$ cat src/rtl/sha256_pkg.sv
// Shared types, constants and SHA-256 bit functions for the compression engine.
package sha256_pkg;

  typedef logic [31:0] word_t;

  typedef enum logic [1:0] {IDLE, ROUND, FINAL, DONE} state_t;

  localparam word_t K [0:63] = '{
    32'h428a2f98, 32'h71374491, 32'hb5c0fbcf, 32'he9b5dba5, 32'h3956c25b, 32'h59f111f1, 32'h923f82a4, 32'hab1c5ed5,
    32'hd807aa98, 32'h12835b01, 32'h243185be, 32'h550c7dc3, 32'h72be5d74, 32'h80deb1fe, 32'h9bdc06a7, 32'hc19bf174,
    32'he49b69c1, 32'hefbe4786, 32'h0fc19dc6, 32'h240ca1cc, 32'h2de92c6f, 32'h4a7484aa, 32'h5cb0a9dc, 32'h76f988da,
    32'h983e5152, 32'ha831c66d, 32'hb00327c8, 32'hbf597fc7, 32'hc6e00bf3, 32'hd5a79147, 32'h06ca6351, 32'h14292967,
    32'h27b70a85, 32'h2e1b2138, 32'h4d2c6dfc, 32'h53380d13, 32'h650a7354, 32'h766a0abb, 32'h81c2c92e, 32'h92722c85,
    32'ha2bfe8a1, 32'ha81a664b, 32'hc24b8b70, 32'hc76c51a3, 32'hd192e819, 32'hd6990624, 32'hf40e3585, 32'h106aa070,
    32'h19a4c116, 32'h1e376c08, 32'h2748774c, 32'h34b0bcb5, 32'h391c0cb3, 32'h4ed8aa4a, 32'h5b9cca4f, 32'h682e6ff3,
    32'h748f82ee, 32'h78a5636f, 32'h84c87814, 32'h8cc70208, 32'h90befffa, 32'ha4506ceb, 32'hbef9a3f7, 32'hc67178f2
  };

  // Standard initial hash value, H0 in the top word.
  localparam logic [255:0] IV = {
    32'h6a09e667, 32'hbb67ae85, 32'h3c6ef372, 32'ha54ff53a,
    32'h510e527f, 32'h9b05688c, 32'h1f83d9ab, 32'h5be0cd19
  };

  function automatic word_t rotr(input word_t x, input int unsigned n);
    return (x >> n) | (x << (32 - n));
  endfunction

  function automatic word_t bsig0(input word_t x);
    return rotr(x, 2) ^ rotr(x, 13) ^ rotr(x, 22);
  endfunction

  function automatic word_t bsig1(input word_t x);
    return rotr(x, 6) ^ rotr(x, 11) ^ rotr(x, 25);
  endfunction

  function automatic word_t ssig0(input word_t x);
    return rotr(x, 7) ^ rotr(x, 18) ^ (x >> 3);
  endfunction

  function automatic word_t ssig1(input word_t x);
    return rotr(x, 17) ^ rotr(x, 19) ^ (x >> 10);
  endfunction

  function automatic word_t ch(input word_t e, input word_t f, input word_t g);
    return (e & f) ^ (~e & g);
  endfunction

  function automatic word_t maj(input word_t a, input word_t b, input word_t c);
    return (a & b) ^ (a & c) ^ (b & c);
  endfunction

endpackage

$ cat src/rtl/sha256_round.sv
// One combinational SHA-256 round; chained UNROLL times by the core.
module sha256_round
  import sha256_pkg::*;
(
  input  word_t a,
  input  word_t b,
  input  word_t c,
  input  word_t d,
  input  word_t e,
  input  word_t f,
  input  word_t g,
  input  word_t h,
  input  word_t w,
  input  word_t k,
  output word_t a_next,
  output word_t b_next,
  output word_t c_next,
  output word_t d_next,
  output word_t e_next,
  output word_t f_next,
  output word_t g_next,
  output word_t h_next
);

  word_t t1;
  word_t t2;

  assign t1 = h + bsig1(e) + ch(e, f, g) + k + w;
  assign t2 = bsig0(a) + maj(a, b, c);

  assign a_next = t1 + t2;
  assign b_next = a;
  assign c_next = b;
  assign d_next = c;
  assign e_next = d + t1;
  assign f_next = e;
  assign g_next = f;
  assign h_next = g;

endmodule

$ cat src/rtl/sha256_chain_core.sv
// SHA-256 compression engine with arbitrary chaining input, a rolling 16-word
// message schedule and UNROLL rounds per clock.
module sha256_chain_core
  import sha256_pkg::*;
#(
  parameter int UNROLL = 1
) (
  input  logic         clk,
  input  logic         n_rst,
  input  logic         clear,
  input  logic         in_valid,
  output logic         in_ready,
  input  logic [511:0] block_in,
  input  logic [255:0] hash_in,
  output logic         out_valid,
  input  logic         out_ready,
  output logic [255:0] hash_out,
  output logic         busy
);

  genvar gi;

  if (!(UNROLL == 1 || UNROLL == 2 || UNROLL == 4 || UNROLL == 8)) begin : g_bad_unroll
    $fatal(1, "sha256_chain_core: UNROLL must be 1, 2, 4 or 8");
  end

  state_t            state_reg, state_next;
  logic              out_valid_reg;
  logic [6:0]        cnt_reg;
  logic [0:7][31:0]  chain_reg;
  logic [0:7][31:0]  work_reg;
  logic [0:7][31:0]  round_out;
  logic [0:7][31:0]  sum;
  logic [255:0]      hash_reg;
  word_t             win_reg [0:15];
  word_t             ext [0:15+UNROLL];

  // Extend the window with the UNROLL words consumed this cycle; later words
  // reuse earlier newly computed ones so all needed W are ready in one cycle.
  always_comb begin
    for (int i = 0; i < 16; i++) ext[i] = win_reg[i];
    for (int j = 0; j < UNROLL; j++)
      ext[16+j] = ssig1(ext[14+j]) + ext[9+j] + ssig0(ext[1+j]) + ext[j];
  end

  for (gi = 0; gi < UNROLL; gi++) begin : g_round
    logic [0:7][31:0] st_in;
    logic [0:7][31:0] st_out;
    logic [5:0]       kidx;

    if (gi == 0) begin : g_first
      assign st_in = work_reg;
    end else begin : g_chain
      assign st_in = g_round[gi-1].st_out;
    end

    assign kidx = cnt_reg[5:0] + 6'(gi);

    sha256_round u_round (
      .a(st_in[0]), .b(st_in[1]), .c(st_in[2]), .d(st_in[3]),
      .e(st_in[4]), .f(st_in[5]), .g(st_in[6]), .h(st_in[7]),
      .w(ext[gi]), .k(K[kidx]),
      .a_next(st_out[0]), .b_next(st_out[1]), .c_next(st_out[2]), .d_next(st_out[3]),
      .e_next(st_out[4]), .f_next(st_out[5]), .g_next(st_out[6]), .h_next(st_out[7])
    );
  end

  assign round_out = g_round[UNROLL-1].st_out;

  for (gi = 0; gi < 8; gi++) begin : g_sum
    assign sum[gi] = chain_reg[gi] + work_reg[gi];
  end

  // Next-state logic and decoded handshake outputs; clear overrides everything.
  always_comb begin
    state_next = state_reg;
    in_ready   = 1'b0;
    busy       = 1'b1;
    case (state_reg)
      IDLE: begin
        in_ready = 1'b1;
        busy     = 1'b0;
        if (in_valid) state_next = ROUND;
      end
      ROUND:   if (cnt_reg == 7'(64 - UNROLL)) state_next = FINAL;
      FINAL:   state_next = DONE;
      DONE:    if (out_ready) state_next = IDLE;
      default: state_next = IDLE;
    endcase
    if (clear) state_next = IDLE;
  end

  // State register; out_valid is registered and high exactly while in DONE.
  always_ff @(posedge clk or negedge n_rst) begin
    if (!n_rst) begin
      state_reg     <= IDLE;
      out_valid_reg <= 1'b0;
    end else begin
      state_reg     <= state_next;
      out_valid_reg <= (state_next == DONE);
    end
  end

  // Datapath: load on accept, step the rounds and window, register the result.
  always_ff @(posedge clk or negedge n_rst) begin
    if (!n_rst) begin
      cnt_reg   <= '0;
      chain_reg <= '0;
      work_reg  <= '0;
      hash_reg  <= '0;
      for (int i = 0; i < 16; i++) win_reg[i] <= '0;
    end else if (!clear) begin
      case (state_reg)
        IDLE: if (in_valid) begin
          chain_reg <= hash_in;
          work_reg  <= hash_in;
          cnt_reg   <= '0;
          for (int i = 0; i < 16; i++) win_reg[i] <= block_in[511-32*i -: 32];
        end
        ROUND: begin
          work_reg <= round_out;
          cnt_reg  <= cnt_reg + 7'(UNROLL);
          for (int i = 0; i < 16; i++) win_reg[i] <= ext[i+UNROLL];
        end
        FINAL:   hash_reg <= sum;
        default: ;
      endcase
    end
  end

  assign out_valid = out_valid_reg;
  assign hash_out  = hash_reg;

endmodule

$ cat config.mk
export PLATFORM = sky130hd
export DESIGN_NAME = sha256_chain_core
export DESIGN_NICKNAME = d
export VERILOG_FILES = /design/src/rtl/sha256_pkg.sv /design/src/rtl/sha256_round.sv /design/src/rtl/sha256_chain_core.sv
export SDC_FILE = /design/constraint.sdc
export NUM_CORES = 2
export LEC_CHECK = 0
export ABC_CLOCK_PERIOD_IN_PS = 10300
export CELL_PAD_IN_SITES_DETAIL_PLACEMENT = 2
export CELL_PAD_IN_SITES_GLOBAL_PLACEMENT = 2
export CORE_MARGIN = 2
export CORE_UTILIZATION = 35
export CTS_BUF_LIST = sky130_fd_sc_hd__clkbuf_8 sky130_fd_sc_hd__clkbuf_16
export CTS_CLUSTER_SIZE = 24
export DETAILED_ROUTE_END_ITERATION = 7
export GPL_TIMING_DRIVEN = 0
export PLACE_DENSITY_LB_ADDON = 0.12
export SLEW_MARGIN = 5
export SYNTH_ARGS = -nofsm -noshare
export SYNTH_HDL_FRONTEND = slang
export SYNTH_SLANG_ARGS = --single-unit
$ cat constraint.sdc
create_clock -name clk -period 10.3 [get_ports clk]
set_input_delay 3.09 -clock clk [delete_from_list [all_inputs] [get_ports clk]]
set_output_delay 3.09 -clock clk [all_outputs]
set_load 0.02 [all_outputs]
# Word level (Yosys, flattened, before mapping)
# Memory sizes are Yosys's and may differ from the RTL's.
# Index checks and enable logic that the tools add are counted.
# word_totals
ff_bits	1290
latchBits	0
mem_bits_rw	0
mem_bits_ro	2048
inputBits	773
out_inout_bits	259
mem_count	1
# mem_list
memory	depth	width	read_ports	rd_clocked_by_memory_dff	write_ports	line_no	source
(no name shown)	64	32	1	0	0	sha256_chain_core.sv:62	.w(ext[gi]), .k(K[kidx]),
# op_classes
addsub	19
n_mul	0
div	0
order_cmp	1
n_eq_ne	6
shift	0
mux	15
bitwise	29
reduce_logical	5
# ops
cell	n
$pmux W512 S2	1
$add A32 B32 Y32	18
$mux W512	1
$pmux W256 S2	1
$xor A32 B32 Y32	9
$mux W256	1
$and A32 B32 Y32	5
$mux W32	2
$not A32 Y32	1
$or A10 B32 Y32	1
$or A13 B32 Y32	1
$or A14 B32 Y32	1
$or A15 B32 Y32	1
$or A19 B32 Y32	1
$or A21 B32 Y32	1
$or A25 B32 Y32	1
$or A26 B32 Y32	1
$or A30 B32 Y32	1
$or A7 B32 Y32	1
$xor A32 B22 Y32	1
$xor A32 B29 Y32	1
$pmux W7 S2	1
$mux W2	4
$pmux W2 S4	1
14 further kinds	18

# Depth between registers and ports, before layout
# logic_depth
depth_word	9
depth_mapped	39
depth_no_buf	38

# Modules after synthesis
# A second synthesis with hierarchy kept.
# unflattened
hier_cells	9701
area_unflattened_um2	83177.3
# modules_own_cells
mod	instances	cells_each	area_per_inst_um2
sha256_chain_core	1	8361	72188.0
sha256_round	1	1340	10989.3

# Least setup slack after synthesis
# No wires, ideal clock.
# synth_timing
kind	register to register
from	register cnt_reg[2]
to	register work_reg, in the netlist g_round[0].st_in[255]
setup_ps	135
arrival_ps	8027
required_time_ps	10165
path_slack_ps	2138
stages_incl_launch_ff	40
n_path_buf	3
period_less_slack_ps	8162
path_cell_list	dfrtp_1 > inv_1 > clkbuf_1 > clkbuf_1 > ha_1 > inv_1 > o21ai_0 > a211oi_1 > a2111oi_0 > nor3_1 > fa_1 > inv_1 > ha_1 > inv_1 > fa_1 > nor2b_1 > o31ai_1 > a311oi_1 > (+4 left out) > a21o_1 > a21o_1 > xor2_1 > inv_1 > fa_1 > inv_1 > ha_1 > buf_2 > and3_1 > nor2b_1 > a41oi_1 > a21oi_1 > nor4_1 > o311ai_0 > xnor2_1 > xnor2_1 > a22oi_1 > o21ai_0
# synth_via
elab_chain_len	8
# synth_lines
element	line_no	source
from (decl)	sha256_chain_core.sv:29	logic [6:0] cnt_reg;
from (signal assigned)	sha256_chain_core.sv:122	cnt_reg <= cnt_reg + 7'(UNROLL);
$not A6 Y7 (not written as such)	sha256_chain_core.sv:62	
$mem_v2 Z64 W32	-	
$mux W32 (not written as such) (2 in a row)	sha256_chain_core.sv:62	
$add A32 B32 Y32 (2 in a row)	sha256_round.sv:28	assign t1 = h + bsig1(e) + ch(e, f, g) + k + w;
$add A32 B32 Y32	sha256_round.sv:31	assign a_next = t1 + t2;
$pmux W256 S2	sha256_chain_core.sv:113	case (state_reg)
to (signal assigned)	sha256_chain_core.sv:116	work_reg <= hash_in;
to (signal assigned)	sha256_chain_core.sv:121	work_reg <= round_out;
to (decl)	sha256_chain_core.sv:31	logic [0:7][31:0] work_reg;
# Every way passes these cells. The select of a mux whose other input is x is not followed.
# A chain may end at the register's enable or synchronous reset.

# Final worst setup path
# layout_timing
from	register cnt_reg[2]
to	register work_reg, in the netlist g_round[0].st_in[253]
# Same word-level chain as after synthesis.

==> metrics.md <==
| Metric | Value |
|---|---|
| Status | finished, violations left |
| Detail Route Antenna Nets | 0 |
| R2R Path Start | cnt_reg[2] |
| Vias/cell | between 5 and 6 |
| Placed Area | approximately 96000 um^2 |
| Levels on crit path | 34 |
| Yosys reg bits | 1290 |
| Hold path endpoint | hash_out[131] |
| TritonCTS buffer count | between 150 and 200 |
| DR WL/cell | 32.9 um |
| CP delay by family, top | compound AO/OA/AOI/OAI gates |
| Pre-Repair DR Iteration Count | 6 |
| Critical path arrival | ~11000 ps |
| Ys Warns | 0 |
| Clock buffer depth | 3 |
| RePlAce Congestion | roughly 1.0 |
| CP Launch Type | flop |
| Final period util | 0.979 |
| Worst-path fanout max | 19 |
| Clk Latency, worst-skew pair | 870 ps |
| DIE WIDTH | 486 um |
| Relative slew slack | -0.0422 |
| Initial antenna violation count | approximately 100 |
| DR vias | about 79000 |
| Non-Filler Cell Area, Final | between 100000 and 150000 um^2 |
| Die H | 486 um |
| Worst-path clk slew | ~70 ps |
| Final Max Slew Viols | 22 |
| Hold-fix buffers, CTS | 0 |
| Syn avg cell area | roughly 8.7 um^2 |
| Critical path class | reg -> reg |
| Htree depth | 4 |
| RSZ-0062 raised after global routing | false |
| Number of DRC markers in iteration 0 | around 5600 |
| Finish-stage setup viols | 0 |
| Number of placement rows | ~180 |
| Worst Hold Class | reg -> reg |
| Failing checks | max-capacitance violations, max-slew violations |
| Total clock sinks | roughly 1300 |
| Total core area | roughly 230000 um^2 |
| First-pass GRT wire length | about 640000 um |
| Most used DFF post-synth | dfrtp_1 |
| Share of cells above drive strength 1 | 0.0672 |
| MaxCap Viol Count | 3 |
| Crit end category | flop |
| Final Skew | around 46 ps |
| Hold path start | hash_out[131] |
| Largest register FFs | approximately 510 |
| # nets final | around 12000 |
| # port buffers | 1031 |
| Area grow syn2layout | 25.2% |
| Slowest cell on crit path | xnor2_1 |
| Post-Route WL | 452000 um |
| Die Area | between 200000 and 250000 um^2 |
| DR DRC count | 0 |
| Yosys cell types | 97 |
| Reg2reg path depth | 34 |
| Final hold vios | 0 |
| I/O pin count | roughly 1000 |
| Largest net degree at the start of global routing | about 170 |
| Number of synthesized flops with an enable pin | 0 |
| Top cell by count, worst path | a21oi_1 |
| CP peak stage delay | ~770 ps |
| Layout fillers | approximately 25000 |
| Flop2flop setup slack | 220 ps |
| Hold depth | 2 |
| Tot GR Track Use | 0.376 |
| F_max | ~99 MHz |
| GRT overflow | 0 |
| Worst path buffer plus inverter count | 5 |
| Capturing point of the worst reg2reg path | g_round[0].st_in[253] |
| Root Buffer | clkbuf_16 |
| Worst slew pin tran | 1560 ps |
| Vias in the first global route | around 86000 |
| Starting density of the core | 0.352 |
| FFs w/ async S/R, synth | 1.00 |
| Fin crit period | roughly 10000 ps |
| Hpwl dp | 365000 um |
| Sequential fraction of the synthesis area | 0.398 |
| Syn Inst Count | 9332 |
| CTS tree | yes |
| Net count after synthesis | roughly 11000 |
| Critical Path RT | ~11000 ps |
| Post-Syn Area | between 80000 and 90000 um^2 |
[cell usage in the layout, fill, tap and decap left out, types with 68 or more instances in the layout]
master           count
nor2_1             963
clkdlybuf4s50_1   1030
inv_1              492
nand3_1             69
fa_1               197
nor3_1              77
o21a_1              68
a21o_1             180
ha_1               392
clkbuf_1           529
dfrtp_1           1287
mux2_2             279
a31oi_1            716
xor2_1             247
clkbuf_16          165
xnor2_1            325
a21oi_1            366
nand2_1           1847
o21ai_0            501
[Yosys cell counts, types with 28 or more instances]
cell type     n  area (um^2)
o211ai_1     29          218
a211oi_1     55          413
a21o_1      180         1350
nand3_1      69          345
a22oi_1      55          413
ha_1        395         4940
clkbuf_1    572         2150
fa_1        197         3940
nand2_1    1847         6930
o21ai_0     503         2520
nor2b_1      45          282
o31ai_1      28          210
a221oi_1     31          272
o21bai_1     42          315
a31oi_1     718         4490
dfrtp_1    1290        32300
buf_1        36          135
inv_1       456         1710
nor3_1       80          400
and3_1       41          257
a21oi_1     368         1840
o21a_1       68          510
mux2_2      279         3140
xnor2_1     328         2870
xor2_1      249         2180
nand2b_1     46          288
nor2_1      966         3630
[metrics by stage]
| step | utilization | worst slack, ps | setup TNS [ps] | instances | hold slack (ps) |
|---|---|---|---|---|---|
| 6_report | 0.441 | 216 | 0 | 13800 | 480 |
| 3_5_place_dp | 0.415 | -2410 | -39490 | 13400 | 470 |
| 3_3_place_gp | 0.414 | -54780 | - | 13400 | 456 |
| 4_1_cts | 0.440 | 10.4 | 0 | 13700 | 485 |
| 5_1_grt | 0.441 | 5.14 | 0 | 13700 | 507 |
| 2_1_floorplan | - | 2140 | 0 | 9332 | 450 |
[area by class of cell]
| type | count | area (um^2) | share of cell area |
|---|---|---|---|
| multi-input cells | 6970 | 45000 | 0.443 |
| flip-flops and latches | 1290 | 32300 | 0.318 |
| repair buffers | 1057 | 10800 | 0.106 |
| clock buffers | 212 | 4780 | 0.0470 |
| well taps | 3026 | 3790 | 0.0372 |
| plain buffers | 612 | 2440 | 0.0240 |
| inverters | 458 | 1740 | 0.0171 |
| clock inverters | 80 | 742 | 0.00730 |
| diodes | 46 | 115 | 0.00113 |
[what timing repair did]
item	in CTS	in global routing
setup endpoints to repair	33	8
pin swaps	1	1
buffers inserted	4	6
resized for setup	49	52
[metal layers]
layer	global-route usage	wire (um)
met2	0.620	213000
met3	0.0690	26700
met5	0	597
met1	0.456	181000
met4	0.228	30700
[cell families (layout without fill, tap and decap cells)]
kind of cell | after synthesis | count (layout) | synth area share
simple gates | 3199 | 3199 | 0.158
compound gates | 2283 | 2283 | 0.178
flops | 1290 | 1290 | 0.398
buf+inv | 1072 | 2419 | 0.0500
fa+ha+maj | 614 | 614 | 0.112
xor+xnor | 578 | 578 | 0.0625
mux | 296 | 296 | 0.0411
other cells | 0 | 46 | 0
[worst min-delay path: cells and delay by family, from the launching register on]
family / cells / cell delay, ps
simple gates: 1 / 50
flops: 1 / 340
compound gates: 1 / 60
[worst max-delay path by stage]
stage               slack, ps       start                    end
finish                    220  cnt_reg[2]  g_round[0].st_in[253]
global route                5  cnt_reg[0]  g_round[0].st_in[254]
CTS                        10  cnt_reg[2]  g_round[0].st_in[253]
detailed placement      -2410  cnt_reg[2]  g_round[0].st_in[255]
global placement       -54780       n_rst               ext[198]
floorplan                2140  cnt_reg[2]  g_round[0].st_in[255]
Power is left out: the tool's default activity adds up to more than one toggle a clock period on the data nets, which glitch-free logic cannot reach.
